<file path="config.mk">
export PLATFORM = sky130hd
export DESIGN_NAME = fpa_controller
export DESIGN_NICKNAME = d
export VERILOG_FILES = /design/src/rtl/fpa_controller.sv
export SDC_FILE = /design/constraint.sdc
export NUM_CORES = 1
export LEC_CHECK = 0
export ABC_AREA = 1
export CORE_MARGIN = 2
export CORE_UTILIZATION = 30
export DETAILED_ROUTE_END_ITERATION = 7
export GPL_TIMING_DRIVEN = 0
export PLACE_DENSITY = 0.72
export SLEW_MARGIN = 20
export SYNTH_ARGS = -nofsm -noshare
export SYNTH_HDL_FRONTEND = slang
export SYNTH_SLANG_ARGS = --single-unit
</file>
<file path="constraint.sdc">
create_clock -name clk -period 1.4 [get_ports clk]
set_clock_uncertainty 0.1 [all_clocks]
set_input_delay 0.14 -clock clk [delete_from_list [all_inputs] [get_ports clk]]
set_output_delay 0.14 -clock clk [all_outputs]
set_load 0.01 [all_outputs]
</file>
<file path="src/rtl/fpa_controller.sv">
// Sequencing controller for a floating-point adder datapath: load, add, normalize
// (bounded shift loop), write-back, with an exception exit on any fault.
module fpa_controller #(
  parameter int MAX_NORM = 5
) (
  input  logic       clk,
  input  logic       clr,
  input  logic       start,
  input  logic       add_except,
  input  logic       norm_except,
  input  logic [4:0] mant,
  output logic       load_en,
  output logic       add_en,
  output logic       norm_en,
  output logic       done_en,
  output logic       norm_load,
  output logic       shift_right,
  output logic       shift_left,
  output logic       busy,
  output logic       done,
  output logic       err,
  output logic [2:0] state
);

  localparam logic [2:0] S_IDLE  = 3'd0;
  localparam logic [2:0] S_LOAD  = 3'd1;
  localparam logic [2:0] S_ADD   = 3'd2;
  localparam logic [2:0] S_NLOAD = 3'd3;
  localparam logic [2:0] S_NORM  = 3'd4;
  localparam logic [2:0] S_WRITE = 3'd5;
  localparam logic [2:0] S_FIN   = 3'd6;
  localparam logic [2:0] S_EXC   = 3'd7;

  localparam logic [2:0] CNT_LIMIT = 3'(MAX_NORM);

  logic [2:0] state_q, state_d;
  logic [2:0] cnt_q, cnt_d;
  logic       shift_need;
  logic       norm_fault;
  logic       do_right;
  logic       do_left;

  // Normalize decision: any fault (flag, zero mantissa, shift budget spent) blocks shifting.
  always_comb begin
    shift_need = mant[4] | (mant[4:3] == 2'b00);
    norm_fault = norm_except | (mant == 5'd0) | (shift_need & (cnt_q == CNT_LIMIT));
    do_right   = (state_q == S_NORM) & ~norm_fault & mant[4];
    do_left    = (state_q == S_NORM) & ~norm_fault & ~mant[4] & ~mant[3];
  end

  always_comb begin
    state_d = state_q;
    unique case (state_q)
      S_IDLE:  if (start) state_d = S_LOAD;
      S_LOAD:  state_d = S_ADD;
      S_ADD:   state_d = S_NLOAD;
      S_NLOAD: state_d = add_except ? S_EXC : S_NORM;
      S_NORM: begin
        if (norm_fault)               state_d = S_EXC;
        else if (!(do_right | do_left)) state_d = S_WRITE;
      end
      S_WRITE: state_d = S_FIN;
      S_FIN:   state_d = S_IDLE;
      S_EXC:   state_d = S_IDLE;
      default: state_d = S_IDLE;
    endcase
  end

  // Shift counter saturates at all-ones so an oversized MAX_NORM can never wrap it.
  always_comb begin
    cnt_d = cnt_q;
    if (state_q == S_IDLE || state_q == S_NLOAD)
      cnt_d = 3'd0;
    else if ((do_right | do_left) && cnt_q != 3'b111)
      cnt_d = cnt_q + 3'd1;
  end

  always_ff @(posedge clk or posedge clr) begin
    if (clr) begin
      state_q <= S_IDLE;
      cnt_q   <= 3'd0;
    end else begin
      state_q <= state_d;
      cnt_q   <= cnt_d;
    end
  end

  assign load_en     = (state_q == S_LOAD);
  assign add_en      = (state_q == S_ADD);
  assign norm_en     = (state_q == S_NLOAD) | (state_q == S_NORM);
  assign norm_load   = (state_q == S_NLOAD);
  assign done_en     = (state_q == S_WRITE);
  assign shift_right = do_right;
  assign shift_left  = do_left;
  assign busy        = (state_q != S_IDLE);
  assign done        = (state_q == S_FIN) | (state_q == S_EXC);
  assign err         = (state_q == S_EXC);
  assign state       = state_q;

endmodule

</file>
== Word-level counts from Yosys, hierarchy flattened ==
Index checks and enable logic that the tools add are counted.

* $add $sub $neg: 1
* Equal/unequal tests: 11
* Muxes and demuxes: 7
* Bitwise logic cells: 14
* Reductions and logical operators: 9

{| class="wikitable"
|+ Operators by type and width
! operator !! count
|-
| 3-bit case mux with 7 select lines || 1
|-
| 3-bit == test (second input constant) || 5
|-
| 3-bit 2-to-1 mux || 5
|-
| 3-bit by 2-bit == test with 1-bit output (second input constant) || 2
|-
| 3-bit inequality test (second input constant) || 2
|-
| 1-bit OR || 6
|-
| 1-bit AND || 5
|-
| 5-bit zero test || 1
|-
| 3-bit by 1-bit adder with 3-bit output (second input constant) || 1
|-
| 3-bit by 1-bit == test with 1-bit output (second input constant) || 1
|-
| 3-bit zero test || 1
|-
| 1-bit NOT || 3
|-
| 3-bit nonzero test || 1
|-
| 2-bit zero test || 1
|-
| 2-bit 2-to-1 mux || 1
|-
| 2-bit inequality test (second input constant) || 1
|-
| 2-bit AND reduction || 1
|-
| 2-bit nonzero test || 1
|-
| 2-bit OR reduction || 1
|-
| 1-bit logical AND || 1
|-
| 1-bit logical OR || 1
|}

* Register bits after elaboration: 6
* Input port bits: 10

== Logic depth before layout (Yosys ltp) ==
Gate-level depths: netlist (run 1).

* Word-level depth: 12
* Gate-level depth with buffers: 10

== Worst setup path after synthesis (run 1) ==
Ideal clock, no wire load.

* Path kind: reg-to-output
* Start point: register cnt_q[0]
* End point: output port shift_left
* Arrival time: 1.196 ns
* Required time: 1.160 ns
* Path slack: -0.036 ns
* Cell stages (with the launch flop): 7
* Path buffers: 0
* Path through: dfrtp_1 -> ha_1 -> nand2_1 -> inv_1 -> nand2_2 -> nand3_4 -> nor4_1

* Longest elaborated chain between the ends: 7

{| class="wikitable"
|+ RTL lines
! what !! line !! text
|-
| start, declared || 37 || <nowiki>logic [2:0] cnt_q, cnt_d;</nowiki>
|-
| start signal, assigned || 84 || <nowiki>cnt_q <= cnt_d;</nowiki>
|-
| 3-bit == test || 46 || <nowiki>norm_fault = norm_except | (mant == 5'd0) | (shift_need & (cnt_q == CNT_LIMIT));</nowiki>
|-
| 1-bit AND || 46 ||
|-
| 1-bit OR || 46 ||
|-
| 1-bit NOT || 48 || <nowiki>do_left = (state_q == S_NORM) & ~norm_fault & ~mant[4] & ~mant[3];</nowiki>
|-
| 1-bit AND (3 in a row) || 48 ||
|-
| end, declared || 18 || <nowiki>output logic shift_left,</nowiki>
|}

Every way passes these cells.

== Worst setup path after layout (run 1) ==
* Start point: register cnt_q[1]
* End point: register cnt_q[2]

* Longest elaborated chain between the ends: 10
* Elaborated cells on any way between the ends: 15

{| class="wikitable"
|+ RTL lines
! what !! line !! text
|-
| 3-bit == test || 46 ||
|-
| 1-bit AND || 46 ||
|-
| 1-bit OR || 46 ||
|-
| 1-bit NOT || 47, 48 ||
|-
| 1-bit AND || 47, 48 ||
|-
| 1-bit AND (2 in a row) || 48 ||
|-
| 1-bit OR || 74 || <nowiki>else if ((do_right | do_left) && cnt_q != 3'b111)</nowiki>
|-
| 1-bit logical AND || 74 ||
|-
| 2-bit nonzero test (no line) || n/a ||
|}

Parallel ways exist; a longest one is shown, timed or not. The select of a mux whose other input is x is not followed.
A chain may end at the register's enable or synchronous reset.

==> flow_summary.yaml, run 1 <==
critical_path:
  cp_max_fo: 4
  r2r_end: "cnt_q[2]$_DFFE_PP0P_"
  crit_arrival_ns: 1.63
  reg2regPathDepth: 8
  startpoint_type: "register"
  r2r_start: "cnt_q[1]$_DFFE_PP0P_"
  crit_path_end_kind: "register"
  reg2reg_slack_ns: -0.20
  cp_data_required_time_ns: 1.43
  path_class: "register to register"
route:
  vias: 573
  vias_per_cell: 4.736
  first_pass_iters: 4
  drc: 0
  routed_wl_um: 1522
  wl_per_cell_um: 12.58
  drt-initial-drc-count: 5
  drt.antenna.violating_nets: 0
power:
  ir_drop_mv: 1.350
  leakagePower_nw: 0.4924
  p_sw_share_pct: 44.40
  finalPower_mw: 1.700
  p_sw_uw: 754.6
  powerDensity_nw_per_um2: 1818
  p_seq_share_pct: 20.5
  pwr-share-clk_pct: 8.8
  power_frac_comb_pct: 70.8
  power.internal_uw: 945.0
floorplanning:
  ios: 23
  dieWidth_um: 43.55
  fp.dieArea_um2: 1896
  start_util_pct: 31.51
  core-area_um2: 1489
  die_h_um: 43.55
  fp-row-count: 14
synthesis:
  synth-seq-cells: 6
  synthTopCellsByCount: "12 x nand2_1, 11 x inv_1, 6 x dfrtp_1, 6 x nand3_1, 6 x nor2_1"
  yosysWarnings: 0
  synth_top_area_share_pct: 32.00
  ys_types: 19
  syn_area_um2: 469.2
  synth_edf_count: 0
  post-synth-top-area-cell: "dfrtp_1"
  synth_area_leaders: "dfrtp_1 32%, nand2_1 9.6%, inv_1 8.8%"
  syn_avg_cell_area_um2: 7.218
  yosysSeqAreaShare_pct: 32.00
  synth_async_sr_flop_share_pct: 100.0
  syn_nets: 78
  synthCells: 65
  synth_ff_type: "dfrtp_1"
  yosys.cell_count.top_type: "nand2_1"
global_route:
  top_usage_layer: "met2"
  grt_max_degree: 7
  grt_pass1_wl_um: 2056
  grt_use_total_pct: 14.49
  overflow: 0
  use_met1_pct: 18.91
  antenna_found_initial: 0
  grtUsageMet2_pct: 22.94
  gr-usage-met3_pct: 2.500
  grt_pass1_vias: 502
timing:
  max_slew_margin_pct: 86.25
  period_share_pct: 114.4
  fmax_mhz: 624.2
  final-max-slew-violation-count: 0
  worstMarginPinSlew_ns: 0.2060
  fin_ws_ns: -0.2022
  rsz0062_at_grt: "yes"
  hold_viol: 0
  finalSetupViolCount: 11
  min_period_ns: 1.602
layout:
  area_growth_pct: 99.20
  drive_above_1_share_pct: 49.52
  fillCellCount: 123
  final_nets: 120
  diodes: 0
clock_network:
  clock-sinks: 6
  clk_latency_ns: 0.24
  cts_root_buffer: "clkbuf_4"
  cts_inserted_buffers: 3
  cts_buffer_depth: 2
  cts_tree: "done"
  cts_max_level: 1
  cts.reportedPaths.clkPinSlew_ns: 0.04
hold_path:
  hold_end: "state[1]$_DFFE_PP0P_"
  hold_class: "primary input to register"
  whs_path_depth: 3
  hp-start: "add_except"
placement:
  dp_hpwl_um: 879.3
  gp_routability_congestion: 0.8500
  port_buffers: 22
  pre_cts_slack_ns: -0.5843
run:
  drv_cap: 0
status:
  status: "finished with violations"
  violations: "negative setup slack"
-- flip-flops by register name (all words and copies together) (netlist names) --
register  flops
state         3
cnt_q         3
-- layout by cell type (no fill, tap or decap) --
master,netlist,routed
buf_2,0,4
clkinv_1,1,1
inv_6,0,1
inv_1,11,10
buf_6,0,8
nand4_1,5,5
clkbuf_4,0,3
nor2_1,6,5
or2_1,1,1
inv_2,3,2
clkbuf_2,0,2
dfrtp_1,6,3
ha_1,3,2
dlygate4sd3_1,0,1
nand2_2,3,3
nand3_4,1,2
inv_4,0,1
clkdlybuf4s50_1,0,9
nand2_4,0,3
nand3_1,6,3
nand3_2,1,3
o21ai_0,1,1
nor2_4,1,3
buf_12,0,1
dfrtp_2,0,3
buf_4,0,9
nand2_1,12,9
nor4_2,0,1
ha_2,0,1
nor3_4,0,1
nor3_2,1,1
dlygate4sd2_1,0,3
-- power groups by stage --
stage	combinational, mW	sequential (mW)	clock, mW
2_1_floorplan	0.361	0.331	0
3_3_place_gp	0.728	0.329	0
3_5_place_dp	0.729	0.329	0
4_1_cts	0.806	0.317	0.156
5_1_grt	1.28	0.353	0.163
6_report	1.20	0.348	0.149
-- area by class of cell --
class,count,area [um^2],area share [%]
Timing Repair Buffer,37,334.1,35.74
Sequential cell,6,153.9,16.47
Inverter,15,63.81,6.827
Tap cell,16,20.02,2.142
Clock buffer,3,22.52,2.410
Multi-Input combinational cell,44,340.3,36.41
-- kinds of logic (layout without fill, tap and decap cells) --
kind of cell / Yosys count / in the layout / synth area share, %
adders and majority gates: 3 / 3 / 8.001
and+or+nand+nor: 40 / 40 / 46.94
buffers and inverters: 15 / 55 / 12.00
AOI/OAI and AO/OA: 1 / 1 / 1.066
DFF: 6 / 6 / 32.00
-- worst max-delay path, stage by stage, from the launching register on --
cell,delay [ns]
dfrtp_1,0.38
buf_4,0.14
buf_4,0.13
ha_1,0.17
ha_1,0.17
inv_1,0.12
nand3_2,0.13
nand3_1,0.09
nand2_1,0.05
-- through the flow --
stage	cell area (um^2)	utilization, %	setup TNS, ns	instances	hold WS [ns]
after global placement	715.7	48.07	-2.728	103	0.2523
after detailed placement	715.7	48.07	-2.902	103	0.2546
final	934.6	62.77	-1.297	121	0.4469
after floorplan	475.5	-	0	65	-0.1690
after global routing	934.6	62.77	-2.245	121	0.4606
after CTS	797.0	53.53	-1.083	115	0.4470
-- routing by layer --
| metal | part of all wire, % | vias up |
|---|---|---|
| met2 | 53 | 19 |
| met3 | 3.7 | 2 |
| met5 | 0 | - |
| met1 | 42 | 263 |
| met4 | 1.4 | 0 |
| li1 | - | 289 |
-- repair_timing --
action | CTS | global route
pin swaps | 3 | 5
hold buffers | 1 | 0
buffers inserted | 8 | 6
endpoints found under the setup margin | 17 | 14
cloned | 0 | 0
gates resized for setup | 44 | 28
hold endpoints to repair | 3 | 0
-- worst max path at each step --
stage | start | to | slack, ns
2_1_floorplan | cnt_q[0]$_DFFE_PP0P_ | cnt_q[0]$_DFFE_PP0P_ | 0.03
3_3_place_gp | mant[3] | shift_left | -0.56
3_5_place_dp | mant[3] | shift_left | -0.58
4_1_cts | cnt_q[0]$_DFFE_PP0P_ | shift_left | -0.20
5_1_grt | cnt_q[0]$_DFFE_PP0P_ | cnt_q[2]$_DFFE_PP0P_ | -0.30
6_report | cnt_q[1]$_DFFE_PP0P_ | cnt_q[2]$_DFFE_PP0P_ | -0.20
Power figures use the tool's default switching activity.
==> run 2, diff against run 1 <==
- CAP_MARGIN: default -> 40
==> results of run 2 <==
No change in the layout: final DEF, timing and power equal those of run 1.
